===== src/rtl/window_streamer_if.sv =====
// rtl/window_streamer_if.sv - image/kernel read ports and operand stream bundle
interface window_streamer_if #(
  parameter int DATA_W = 32,
  parameter int ADDR_W = 16
);
  logic              img_rd_en;
  logic [ADDR_W-1:0] img_addr;
  logic [DATA_W-1:0] img_rdata;
  logic              ker_rd_en;
  logic [ADDR_W-1:0] ker_addr;
  logic [DATA_W-1:0] ker_rdata;
  logic [DATA_W-1:0] pixel_out;
  logic [DATA_W-1:0] weight_out;
  logic              out_valid;
  logic              out_last;
  logic              out_ready;

  modport master (
    output img_rd_en, img_addr, ker_rd_en, ker_addr,
    input  img_rdata, ker_rdata,
    output pixel_out, weight_out, out_valid, out_last,
    input  out_ready
  );

  modport slave (
    input  img_rd_en, img_addr, ker_rd_en, ker_addr,
    output img_rdata, ker_rdata,
    input  pixel_out, weight_out, out_valid, out_last,
    output out_ready
  );
endinterface


===== src/rtl/window_streamer.sv =====
// rtl/window_streamer.sv - sliding-window operand streamer for one convolution pass
module window_streamer #(
  parameter int DATA_W = 32,
  parameter int ADDR_W = 16
) (
  input  logic       clk,
  input  logic       rst,
  input  logic       start,
  input  logic [7:0] kernel_size,
  input  logic [7:0] img_width,
  input  logic [7:0] img_height,
  output logic       busy,
  output logic       done,
  output logic       err,
  window_streamer_if.master bus
);
  typedef enum logic [1:0] {S_IDLE, S_RUN, S_DRAIN, S_DONE} state_t;
  typedef logic [ADDR_W-1:0] addr_t;

  state_t            state_q, state_d;
  logic [7:0]        k_q, k_d, w_q, w_d, h_q, h_d;
  logic [7:0]        ox_q, ox_d, oy_q, oy_d, kx_q, kx_d, ky_q, ky_d;
  logic              rd_pend_q, rd_pend_d, pend_last_q, pend_last_d;
  logic              err_q, err_d;
  logic              vld_q, vld_d, last_q, last_d;
  logic [DATA_W-1:0] pix_q, pix_d, wgt_q, wgt_d;
  logic              skid_vld_q, skid_vld_d, skid_last_q, skid_last_d;
  logic [DATA_W-1:0] skid_pix_q, skid_pix_d, skid_wgt_q, skid_wgt_d;

  logic       legal, xfer, issue, win_end, row_end, col_end, out_free;
  logic [1:0] occ;

  assign legal   = (kernel_size != 8'd0) && (kernel_size <= img_width) && (kernel_size <= img_height);
  assign xfer    = vld_q && bus.out_ready;
  // Occupancy counts the beat leaving this cycle as already gone, so a full
  // pipeline with out_ready high keeps issuing one read per cycle.
  assign occ     = {1'b0, vld_q} + {1'b0, skid_vld_q} + {1'b0, rd_pend_q} - {1'b0, xfer};
  assign issue   = (state_q == S_RUN) && (occ < 2'd2);
  assign win_end = (kx_q == k_q - 8'd1) && (ky_q == k_q - 8'd1);
  assign row_end = (ox_q == w_q - k_q);
  assign col_end = (oy_q == h_q - k_q);
  assign out_free = !vld_q || bus.out_ready;

  assign bus.img_rd_en  = issue;
  assign bus.ker_rd_en  = issue;
  assign bus.img_addr   = (addr_t'(oy_q) + addr_t'(ky_q)) * addr_t'(w_q) + addr_t'(ox_q) + addr_t'(kx_q);
  assign bus.ker_addr   = addr_t'(ky_q) * addr_t'(k_q) + addr_t'(kx_q);
  assign bus.pixel_out  = pix_q;
  assign bus.weight_out = wgt_q;
  assign bus.out_valid  = vld_q;
  assign bus.out_last   = last_q;
  assign busy = (state_q == S_RUN) || (state_q == S_DRAIN);
  assign done = (state_q == S_DONE);
  assign err  = err_q;

  // Pass sequencing: parameter capture, window/position counters, drain detection.
  always_comb begin
    state_d     = state_q;
    k_d         = k_q;
    w_d         = w_q;
    h_d         = h_q;
    ox_d        = ox_q;
    oy_d        = oy_q;
    kx_d        = kx_q;
    ky_d        = ky_q;
    err_d       = 1'b0;
    rd_pend_d   = issue;
    pend_last_d = issue && win_end;
    case (state_q)
      S_IDLE: begin
        if (start) begin
          if (legal) begin
            k_d     = kernel_size;
            w_d     = img_width;
            h_d     = img_height;
            ox_d    = 8'd0;
            oy_d    = 8'd0;
            kx_d    = 8'd0;
            ky_d    = 8'd0;
            state_d = S_RUN;
          end else begin
            err_d = 1'b1;
          end
        end
      end
      S_RUN: begin
        if (issue) begin
          if (kx_q != k_q - 8'd1) begin
            kx_d = kx_q + 8'd1;
          end else begin
            kx_d = 8'd0;
            if (ky_q != k_q - 8'd1) begin
              ky_d = ky_q + 8'd1;
            end else begin
              ky_d = 8'd0;
              if (!row_end) begin
                ox_d = ox_q + 8'd1;
              end else begin
                ox_d = 8'd0;
                oy_d = col_end ? 8'd0 : oy_q + 8'd1;
                if (col_end) state_d = S_DRAIN;
              end
            end
          end
        end
      end
      S_DRAIN: begin
        if (!rd_pend_q && !skid_vld_q && out_free) state_d = S_DONE;
      end
      default: begin
        state_d = S_IDLE;
      end
    endcase
  end

  // Output register plus skid entry; returning read data is never dropped.
  always_comb begin
    vld_d       = vld_q;
    last_d      = last_q;
    pix_d       = pix_q;
    wgt_d       = wgt_q;
    skid_vld_d  = skid_vld_q;
    skid_last_d = skid_last_q;
    skid_pix_d  = skid_pix_q;
    skid_wgt_d  = skid_wgt_q;
    if (out_free) begin
      if (skid_vld_q) begin
        vld_d      = 1'b1;
        last_d     = skid_last_q;
        pix_d      = skid_pix_q;
        wgt_d      = skid_wgt_q;
        skid_vld_d = rd_pend_q;
        if (rd_pend_q) begin
          skid_last_d = pend_last_q;
          skid_pix_d  = bus.img_rdata;
          skid_wgt_d  = bus.ker_rdata;
        end
      end else if (rd_pend_q) begin
        vld_d  = 1'b1;
        last_d = pend_last_q;
        pix_d  = bus.img_rdata;
        wgt_d  = bus.ker_rdata;
      end else begin
        vld_d = 1'b0;
      end
    end else if (rd_pend_q) begin
      skid_vld_d  = 1'b1;
      skid_last_d = pend_last_q;
      skid_pix_d  = bus.img_rdata;
      skid_wgt_d  = bus.ker_rdata;
    end
  end

  // State registers; reset abandons any read still in flight.
  always_ff @(posedge clk) begin
    if (rst) begin
      state_q     <= S_IDLE;
      k_q         <= 8'd0;
      w_q         <= 8'd0;
      h_q         <= 8'd0;
      ox_q        <= 8'd0;
      oy_q        <= 8'd0;
      kx_q        <= 8'd0;
      ky_q        <= 8'd0;
      rd_pend_q   <= 1'b0;
      pend_last_q <= 1'b0;
      err_q       <= 1'b0;
      vld_q       <= 1'b0;
      last_q      <= 1'b0;
      pix_q       <= '0;
      wgt_q       <= '0;
      skid_vld_q  <= 1'b0;
      skid_last_q <= 1'b0;
      skid_pix_q  <= '0;
      skid_wgt_q  <= '0;
    end else begin
      state_q     <= state_d;
      k_q         <= k_d;
      w_q         <= w_d;
      h_q         <= h_d;
      ox_q        <= ox_d;
      oy_q        <= oy_d;
      kx_q        <= kx_d;
      ky_q        <= ky_d;
      rd_pend_q   <= rd_pend_d;
      pend_last_q <= pend_last_d;
      err_q       <= err_d;
      vld_q       <= vld_d;
      last_q      <= last_d;
      pix_q       <= pix_d;
      wgt_q       <= wgt_d;
      skid_vld_q  <= skid_vld_d;
      skid_last_q <= skid_last_d;
      skid_pix_q  <= skid_pix_d;
      skid_wgt_q  <= skid_wgt_d;
    end
  end
endmodule


===== src/flat_wrapper.sv =====
// flat-port wrapper written by rule: the top's interface ports become plain ports
module window_streamer_flat 
#(
  parameter int DATA_W = 32,
  parameter int ADDR_W = 16
)
  (clk, rst, start, kernel_size, img_width, img_height, busy, done, err, bus_img_rd_en, bus_img_addr, bus_ker_rd_en, bus_ker_addr, bus_img_rdata, bus_ker_rdata, bus_pixel_out, bus_weight_out, bus_out_valid, bus_out_last, bus_out_ready);
  window_streamer_if #(.DATA_W(DATA_W), .ADDR_W(ADDR_W)) bus_i ();
  input  logic clk;
  input  logic rst;
  input  logic start;
  input  logic [7:0] kernel_size;
  input  logic [7:0] img_width;
  input  logic [7:0] img_height;
  output logic busy;
  output logic done;
  output logic err;
  output wire logic [$bits(bus_i.img_rd_en)-1:0] bus_img_rd_en;
  output wire logic [$bits(bus_i.img_addr)-1:0] bus_img_addr;
  output wire logic [$bits(bus_i.ker_rd_en)-1:0] bus_ker_rd_en;
  output wire logic [$bits(bus_i.ker_addr)-1:0] bus_ker_addr;
  input wire logic [$bits(bus_i.img_rdata)-1:0] bus_img_rdata;
  input wire logic [$bits(bus_i.ker_rdata)-1:0] bus_ker_rdata;
  output wire logic [$bits(bus_i.pixel_out)-1:0] bus_pixel_out;
  output wire logic [$bits(bus_i.weight_out)-1:0] bus_weight_out;
  output wire logic [$bits(bus_i.out_valid)-1:0] bus_out_valid;
  output wire logic [$bits(bus_i.out_last)-1:0] bus_out_last;
  input wire logic [$bits(bus_i.out_ready)-1:0] bus_out_ready;
  assign bus_img_rd_en = bus_i.img_rd_en;
  assign bus_img_addr = bus_i.img_addr;
  assign bus_ker_rd_en = bus_i.ker_rd_en;
  assign bus_ker_addr = bus_i.ker_addr;
  assign bus_i.img_rdata = bus_img_rdata;
  assign bus_i.ker_rdata = bus_ker_rdata;
  assign bus_pixel_out = bus_i.pixel_out;
  assign bus_weight_out = bus_i.weight_out;
  assign bus_out_valid = bus_i.out_valid;
  assign bus_out_last = bus_i.out_last;
  assign bus_i.out_ready = bus_out_ready;
  window_streamer #(.DATA_W(DATA_W), .ADDR_W(ADDR_W)) u_core (.clk(clk), .rst(rst), .start(start), .kernel_size(kernel_size), .img_width(img_width), .img_height(img_height), .busy(busy), .done(done), .err(err), .bus(bus_i));
endmodule

===== config.mk =====
export PLATFORM = sky130hd
export DESIGN_NAME = window_streamer_flat
export DESIGN_NICKNAME = d
export VERILOG_FILES = /design/src/rtl/window_streamer_if.sv /design/src/rtl/window_streamer.sv /design/src/flat_wrapper.sv
export SDC_FILE = /design/constraint.sdc
export NUM_CORES = 1
export LEC_CHECK = 0
export BUFFER_PORTS_ARGS = -buffer_cell sky130_fd_sc_hd__buf_2
export CAP_MARGIN = 10
export CORE_MARGIN = 8
export CORE_UTILIZATION = 60
export CTS_BUF_LIST = sky130_fd_sc_hd__clkbuf_16
export DETAILED_ROUTE_END_ITERATION = 16
export GPL_TIMING_DRIVEN = 1
export PLACE_DENSITY = 0.91
export SYNTH_ARGS = -nofsm -noshare
export SYNTH_HDL_FRONTEND = slang
export SYNTH_SLANG_ARGS = --single-unit

===== constraint.sdc =====
create_clock -name clk -period 9.1 [get_ports clk]
set_input_delay 1.82 -clock clk [delete_from_list [all_inputs] [get_ports clk]]
set_output_delay 1.82 -clock clk [all_outputs]
set_load 0.05 [all_outputs]

==> results of run 1 <==
==> synth_stat cells, types with 3 or more instances <==
cell type	n	area (sq um)
nor2_1	164	615.6
fa_1	101	2022
inv_1	186	698.2
mux2i_1	80	800.8
dfxtp_1	193	3864
o211ai_1	4	30.03
a31oi_1	8	50.05
nor2b_1	22	137.6
xor2_1	15	131.4
ha_1	134	1677
or3_1	12	75.07
nor4_1	4	25.02
nor3_1	18	90.09
o21a_1	12	90.09
and3_1	4	25.02
buf_1	6	22.52
o21bai_1	3	22.52
a21o_1	10	75.07
nand2b_1	14	87.58
o32ai_1	4	35.03
a211oi_1	70	525.5
o21ai_0	36	180.2
nand2_1	223	837.1
a2111oi_0	4	35.03
xnor2_1	70	613.1
a31o_2	5	43.79
nand3_1	24	120.1
a21oi_1	136	680.7
o41ai_1	4	35.03
clkbuf_1	80	300.3
nand4_1	15	93.84
and2_1	62	387.9
==> through the flow <==
stage          std cells  setup TNS [ns]
3_5_place_dp        2205               0
3_3_place_gp        2205               0
2_1_floorplan       1764               0
5_1_grt             2238        -0.03555
4_1_cts             2237               0
6_report            2238               0
==> registers in the layout, indices dropped and copies added (netlist names) <==
signal,cells
u_core.pend_last_q,1
u_core.kx_q,8
u_core.skid_vld_q,1
u_core.oy_q,8
u_core.bus.out_last,1
u_core.skid_wgt_q,32
u_core.w_q,8
u_core.bus.weight_out,32
u_core.err,1
u_core.ox_q,8
u_core.rd_pend_q,1
u_core.k_q,8
u_core.ky_q,8
u_core.skid_last_q,1
u_core.bus.pixel_out,32
u_core.state_q,2
u_core.h_q,8
u_core.bus.out_valid,1
u_core.skid_pix_q,32
==> kinds of logic after synthesis <==
| group | count (synthesis) | synth area share |
|---|---|---|
| flip-flops | 193 | 0.2604 |
| adder cells (fa/ha/maj) | 235 | 0.2493 |
| buffers and inverters | 276 | 0.07083 |
| multiplexers | 81 | 0.05473 |
| AND/OR/NAND/NOR | 574 | 0.1768 |
| AO/OA/AOI/OAI | 320 | 0.1378 |
| XOR/XNOR | 85 | 0.05017 |
==> how the worst max path moves through the flow <==
stage | startpoint | to | slack (ns) | depth (start not counted)
after global routing | u_core.ky_q[0] | bus_img_addr[14] | -0.02 | 28
after detailed placement | u_core.ky_q[0] | bus_img_addr[15] | 0.26 | 29
after floorplan | u_core.ky_q[1] | bus_img_addr[15] | 0.21 | 28
final | u_core.ky_q[1] | bus_img_addr[13] | 0.36 | 28
after global placement | u_core.ky_q[0] | bus_img_addr[15] | 0.48 | 29
after CTS | u_core.oy_q[0] | bus_img_addr[15] | 0.008 | 29
==> routing by layer <==
layer  GRT usage  share of wire  up-vias
met5           0        0.00074        -
met4      0.1168          0.041        6
met3     0.06208          0.084      135
met2      0.4308           0.48      564
met1      0.2981           0.39     6251
li1            -              -     6152
==> where the power goes <==
group          internal, W  switching [W]
clock network     0.000380       0.000395
registers         0.000922      0.0000793
logic             0.000272       0.000618
==> critical path: cells and delay by family, from the launching register on <==
| family | cells | cell delay, ns |
|---|---|---|
| buffers and inverters | 8 | 0.84 |
| and+or+nand+nor | 5 | 0.57 |
| xor gates and xnor gates | 2 | 0.32 |
| DFF | 1 | 0.45 |
| adders and majority gates | 7 | 3.29 |
| AOI/OAI and AO/OA | 6 | 1.01 |
==> layout make-up <==
cell class	instances	area (sq um)	area share
Clock buffer	17	425.4	0.02549
Clock inverter	15	196.4	0.01177
Inverter	187	701.9	0.04206
Multi-Input combinational cell	1295	10000	0.5995
Sequential cell	193	3875	0.2322
Tap cell	324	405.4	0.02429
Timing Repair Buffer	207	1079	0.06463
==> timing repair <==
action / CTS / global route
pin swaps: 0 / 4
cloned: 0 / 0
gates resized for setup: 3 / 20
endpoints found under the setup margin: 1 / 4
setup buffers: 0 / 1
==> metrics, run 1 <==
static power due to leakage=7.542 nW; WL per Instance=17.61 um; final critical path time including I/O delays and setup=8.740 ns; mapped cell area=14840 sq um; growth of design area from synthesis to finish=12.46%; placed wire-length estimate after detailed placement=29350 um; count of flip-flops with a built-in enable after synthesis=0; overall routed net length=39410 um; post-detailed-route count of antenna-violating nets=0; final design utilization=0.6862; CP required=7.28 ns; post-synthesis async set-or-reset flop share=0; I/O Buffers=194; critical path endpoint category=output pin; highest fanout seen on the critical path=10; Worst Slack Setup Final=0.3602 ns; distinct cell type count after synthesis=65; worst hold margin=0.4562 ns; post-detailed-route DRC marker count=0; maximum clock path buffer count=2; Avg Vias per Cell=5.857; effective utilization at floorplan=0.6101; Primary FF master, synth=dfxtp_1; cell chosen for the clock root=clkbuf_16; Clock Latency Late Sink=0.44 ns; Final setup violation count=0; number of detailed-route iterations in the first pass=6; Worst Hold Endpoint=u_core.skid_pix_q[24]; number of maximum-capacitance violations=0; path depth of the worst reg2reg path=10; r2r setup slk=4.90 ns; commonest cells after routing, fill and taps aside=nand2_1 (223), buf_2 (190), dfxtp_1 (188); placement-stage worst setup slack=0.2571 ns; outcome=finished, final reports clean; Hold Crit Start=u_core.skid_pix_q[24]; share of cells above drive strength 1=0.1421; category of the critical setup timing path=reg -> out; die width=173.3 um; Avg Inst Size Synth=8.412 sq um; Die Footprint=30020 sq um; Slew Viols, Final=0; clock tree from TritonCTS=built; worst slew slack as a fraction of its limit=0.2627; count of filler cells inserted in the layout=1824; CTS Hold Bufs=0; Least-Margin Pin Slew=1.078 ns; Mapped Cells=1764; reg-to-reg critical path endpoint=u_core.oy_q[4]; Max VDD drop=0.0001585 V; clock net sink count=193; synthesis warning total=0; total power density per cell area=159.7 nW/um^2; power consumption=0.002666 W; Final Skew=0.01450 ns; cts bufs inserted=17; initial drt markers=1144; Max Clk Rate=114.4 MHz; data arrival time of the critical path=6.92 ns; HP Class=reg -> reg; Chip Height=173.3 um; Reg-to-Reg Start=u_core.k_q[1]; I/O pin count=195; number of H-tree branching levels=4; critical path's slowest cell=fa_1; commonest non-fill, non-tap cell in the layout=nand2_1; number of nets in the final layout=2228; hold path cells=2; Critical Path Source Type=flop; number of synthesized register bits=193; total routing usage reported by global routing=0.2534; first-pass GRT wire length=63830 um; routability congestion estimate from global placement=0.9309; site row count=57; maximum number of pins on one net before global-route repair=104; cell area after placement=15990 sq um; share of the clock period used by the worst path=0.9604; via count=13108; largest incremental delay on the critical path=0.52 ns; final hold violation count=0; number of global-route vias before repair=13203; Syn Nets=2091; GRT overflow=0; register area share after synthesis=0.2604; Core Area=24320 sq um; Diodes inserted=0; antenna violations before repair=3; Worst-path clk slew=0.08 ns; post-route cell area=16690 sq um
Power figures use the tool's default switching activity.
==> run 2: changes to the inputs <==
- CORE_UTILIZATION: 60 -> 54
- PLACE_DENSITY: 0.91 -> 0.87
- clock period: 9.1 -> 7.67 ns (I/O delays scaled with it)
==> run 2 against run 1 <==
Effect of this change:
- the flow now finishes with violations (negative setup slack)
- critical path depth is 2 lower
- setup slack worse by 0.67 ns
- first-iteration DRC count is 18% lower
- clock skew is 0.0032 ns lower
- critical path type unchanged
==> metrics, run 2 (synthesis results as in run 1) <==
data arrival time of the critical path=6.45 ns; Die Footprint=33040 sq um; category of the critical setup timing path=reg -> out; Clock Latency Late Sink=0.43 ns; share of cells above drive strength 1=0.1692; I/O pin count=195; Final setup violation count=5; outcome=finished with violations; number of H-tree branching levels=4; clock tree from TritonCTS=built; Critical Path Source Type=flop; maximum clock path buffer count=2; site row count=60; GRT overflow=0; growth of design area from synthesis to finish=15.36%; final hold violation count=0; CTS Hold Bufs=0; critical path endpoint category=output pin; Slew Viols, Final=0; Least-Margin Pin Slew=1.173 ns; setup repair after global routing missed its margin=yes; final critical path time including I/O delays and setup=7.981 ns; Max Clk Rate=125.3 MHz; Worst-path clk slew=0.07 ns; cell chosen for the clock root=clkbuf_16; number of global-route vias before repair=13177; Max VDD drop=0.0001617 V; WL per Instance=17.43 um; worst slew slack as a fraction of its limit=0.2183; number of maximum-capacitance violations=0; total power density per cell area=180.2 nW/um^2; Avg Vias per Cell=5.760; antenna violations before repair=5; cts bufs inserted=17; Worst Slack Setup Final=-0.3109 ns; static power due to leakage=7.752 nW; routability congestion estimate from global placement=0.9287; first-pass GRT wire length=63670 um; number of nets in the final layout=2260; post-detailed-route count of antenna-violating nets=0; placed wire-length estimate after detailed placement=29670 um; total routing usage reported by global routing=0.2315; Chip Height=181.8 um; highest fanout seen on the critical path=4; overall routed net length=39910 um; power consumption=0.003084 W; commonest non-fill, non-tap cell in the layout=nand2_1; die width=181.8 um; share of the clock period used by the worst path=1.041; post-detailed-route DRC marker count=0; Final Skew=0.01132 ns; Core Area=26950 sq um; CP required=6.14 ns; clock net sink count=193; I/O Buffers=194; maximum number of pins on one net before global-route repair=98; final non-filler cell total=2290; via count=13191; commonest cells after routing, fill and taps aside=nand2_1 (221), dfxtp_1 (190), buf_2 (185); Placed Cells incl. Taps=2248; initial drt markers=937; failing checks=negative setup slack; HP Class=reg -> reg; effective utilization at floorplan=0.5506; number of detailed-route iterations in the first pass=8
## run 2: power breakdown
part	switching (W)	internal (W)	total (W)
Sequential	0.0000859	0.00109	0.00118
Clock	0.000413	0.000424	0.000837
Combinational	0.000737	0.000331	0.00107
## run 2: worst max-delay path, stage by stage (launching register included)
cell      delay, ns
dfxtp_1        0.33
ha_1           0.30
a21o_1         0.20
a21oi_2        0.16
o21ai_1        0.08
a21oi_1        0.20
buf_4          0.15
xnor2_1        0.18
nand2_1        0.13
fa_1           0.52
inv_1          0.05
fa_1           0.51
inv_2          0.04
fa_1           0.47
inv_1          0.05
fa_1           0.49
inv_2          0.04
fa_1           0.52
inv_2          0.06
ha_4           0.25
a21o_1         0.19
a31oi_4        0.17
o211ai_1       0.18
a31o_2         0.29
a21oi_2        0.18
xnor2_2        0.14
buf_6          0.18
## run 2: metal layers
metal / up-vias / track usage / wire (um)
met5: - / 0 / 26
li1: 6204 / - / -
met3: 128 / 0.06447 / 3534
met1: 6299 / 0.2703 / 15530
met4: 4 / 0.1033 / 1656
met2: 556 / 0.3913 / 19160
## run 2: repair_timing
action	in CTS	in global routing
gates resized for setup	29	30
pin swaps	22	23
endpoints found under the setup margin	8	9
setup buffers	3	4
## run 2: area by class of cell
| class | count | area, sq um |
|---|---|---|
| Antenna cell | 4 | 10.01 |
| Clock buffer | 17 | 425.4 |
| Clock inverter | 14 | 128.9 |
| Fill cell | 2161 | 9834 |
| Inverter | 187 | 701.9 |
| Multi-Input combinational cell | 1295 | 10200 |
| Sequential cell | 193 | 3872 |
| Tap cell | 341 | 426.7 |
| Timing Repair Buffer | 239 | 1354 |
## run 2: through the flow
stage / instance area [sq um] / TNS, ns / setup slack (ns) / util / hold slack, ns
after CTS: 16980 / -0.5725 / -0.2043 / 0.6301 / 0.4585
after floorplan: 14940 / -0.09215 / -0.09215 / - / 0.4312
after global placement: 16300 / -0.04235 / -0.03303 / 0.6048 / 0.4406
after detailed placement: 16300 / -0.6085 / -0.2500 / 0.6048 / 0.4463
final: 17120 / -0.9594 / -0.3109 / 0.6351 / 0.4568
after global routing: 17110 / -2.986 / -0.6100 / 0.6348 / 0.4753
## run 2: path summary, 6_finish.rpt
check                       startpoint                   end  slack, ns  cells past startpoint
setup / recovery        u_core.ky_q[1]      bus_img_addr[14]      -0.31                     26
setup reg to reg         u_core.k_q[5]     u_core.state_q[0]       3.67                      9
hold / removal    u_core.skid_pix_q[5]  u_core.skid_pix_q[5]       0.46                      2
hold reg to reg   u_core.skid_pix_q[5]  u_core.skid_pix_q[5]       0.46                      2
==> run 3: changes to the inputs <==
- BUFFER_PORTS_ARGS: -buffer_cell sky130_fd_sc_hd__buf_2 -> -buffer_cell sky130_fd_sc_hd__clkbuf_2
- CORE_UTILIZATION: 54 -> 30
- PLACE_DENSITY: 0.87 -> 0.58
==> run 3 against run 2 <==
Effect of this change:
- the flow still finishes with violations (negative setup slack)
- die area rose by 72%
- cell count increased by 14%
- via count shrank 4.3%
- combinational power barely moved
- clock power rose by 8.8%
- critical endpoint unchanged
- sequential share of layout area decreased by 0.61 points
- highest routed layer unchanged
- register-to-register slack worse by 0.07 ns
- critical path type unchanged
==> metrics, run 3 (synthesis results as in run 1) <==
Diodes inserted=0; path depth of the worst reg2reg path=9; Final Skew=0.02150 ns; Die Footprint=56830 sq um; Worst path most repeated cell=fa_1; cell chosen for the clock root=clkbuf_16; die width=238.4 um; I/O pin count=195; I/O Buffers=194; growth of design area from synthesis to finish=18.51%; Clock Latency Late Sink=0.45 ns; placed wire-length estimate after detailed placement=31460 um; Slew Viols, Final=0; category of the critical setup timing path=reg -> out; count of filler cells inserted in the layout=5059; number of global-route vias before repair=12798; Least-Margin Pin Slew=1.063 ns; WL per Instance=15.86 um; cell area after placement=16810 sq um; GRT overflow=0; commonest non-fill, non-tap cell in the layout=nand2_1; Worst Slack Setup Final=-0.3066 ns; Max Clk Rate=125.4 MHz; post-detailed-route count of antenna-violating nets=0; number of detailed-route iterations in the first pass=5; HP Class=reg -> reg; share of the clock period used by the worst path=1.040; antenna violations before repair=5; clock net sink count=193; cts bufs inserted=17; total routing usage reported by global routing=0.1443; site row count=81; number of nets in the final layout=2253; share of cells above drive strength 1=0.1655; CP required=6.14 ns; initial drt markers=783; post-detailed-route DRC marker count=0; Critical path destination=bus_img_addr[14]; first-pass GRT wire length=67130 um; maximum clock path buffer count=2; outcome=finished with violations; effective utilization at floorplan=0.3037; Critical Path Source Type=flop; Reg-to-Reg Start=u_core.k_q[5]; commonest cells after routing, fill and taps aside=nand2_1 (223), dfxtp_1 (189), clkbuf_2 (184); data arrival time of the critical path=6.44 ns; Avg Vias per Cell=4.848; number of H-tree branching levels=4; post-route cell area=17580 sq um; worst slew slack as a fraction of its limit=0.2912; static power due to leakage=7.716 nW; number of maximum-capacitance violations=0; total power density per cell area=179.6 nW/um^2; Final setup violation count=6; Max VDD drop=0.0001760 V; Hold Crit Start=u_core.pend_last_q; routability congestion estimate from global placement=0.8575; critical path endpoint category=output pin; Worst-path clk slew=0.08 ns; reg-to-reg critical path endpoint=u_core.state_q[0]; final critical path time including I/O delays and setup=7.977 ns; maximum number of pins on one net before global-route repair=109; placement-stage worst setup slack=-0.2361 ns; highest fanout seen on the critical path=4; clock tree from TritonCTS=built; critical path's slowest cell=fa_1; failing checks=negative setup slack; via count=12620; Setup crit start=u_core.oy_q[0]; Chip Height=238.4 um; largest incremental delay on the critical path=0.51 ns; setup repair after global routing missed its margin=yes; final hold violation count=0; r2r setup slk=3.60 ns; Core Area=48850 sq um; overall routed net length=41280 um
run 3: cell count changes in the layout (fill, tap and decap cells not counted), moves of 4 or more:
cell      delta
buf_6        -6
buf_4        -8
buf_12       +8
clkbuf_2   +184
diode_2      -4
buf_2      -185
run 3: layer usage:
layer	track usage	routed length, um
met5	0	62
met3	0.03265	2206
met1	0.1874	18750
met4	0.04243	743
met2	0.2373	19520
run 3: power by group:
group / leakage (nW) / switching [W] / total (W) / internal, W
combinational: 5.86 / 0.000733 / 0.00106 / 0.000328
clock: 0.295 / 0.000466 / 0.000911 / 0.000445
sequential: 1.56 / 0.0000927 / 0.00119 / 0.00109
total: 7.72 / 0.00129 / 0.00316 / 0.00187
run 3: critical path: cells and delay by family (launching register included):
kind	cells	cell delay (ns)
AO/OA/AOI/OAI	8	1.38
XOR/XNOR	2	0.31
adder cells (fa/ha/maj)	8	3.21
buffers and inverters	7	0.44
flip-flops	1	0.36
AND/OR/NAND/NOR	3	0.30
run 3: worst min path at each step:
| stage | to | cells after the start |
|---|---|---|
| finish | u_core.skid_last_q | 2 |
| global route | u_core.skid_wgt_q[3] | 2 |
| CTS | u_core.skid_wgt_q[6] | 2 |
| detailed placement | u_core.skid_wgt_q[6] | 2 |
| global placement | u_core.skid_wgt_q[23] | 2 |
| floorplan | u_core.skid_last_q | 2 |
run 3: layout make-up:
cell class,count,area [sq um],area share
Timing Repair Buffer,232,1381,0.07855
Inverter,187,701.9,0.03992
Multi-Input combinational cell,1295,10190,0.5796
Tap cell,664,830.8,0.04725
Clock inverter,15,181.4,0.01032
Clock buffer,17,425.4,0.02419
Sequential cell,193,3871,0.2202
run 3: per-stage QoR:
stage          utilization  power [W]  TNS (ns)  instances  hold slack (ns)
3_5_place_dp        0.3441   0.002270   -0.6759       2569           0.4465
3_3_place_gp        0.3441   0.002251   -0.1103       2569           0.4410
6_report            0.3600   0.003158    -1.063       2603           0.4550
5_1_grt             0.3600   0.003331    -3.403       2603           0.4727
2_1_floorplan            -   0.001980  -0.09215       1764           0.4312
4_1_cts             0.3588   0.003198    -1.553       2602           0.4573
run 3: repair_timing:
item                                    4_1_cts  5_1_grt
buffers inserted                              2        1
endpoints found under the setup margin        9        9
hold buffers                                  0        0
pin swaps                                    27       13
resized for setup                            24       14
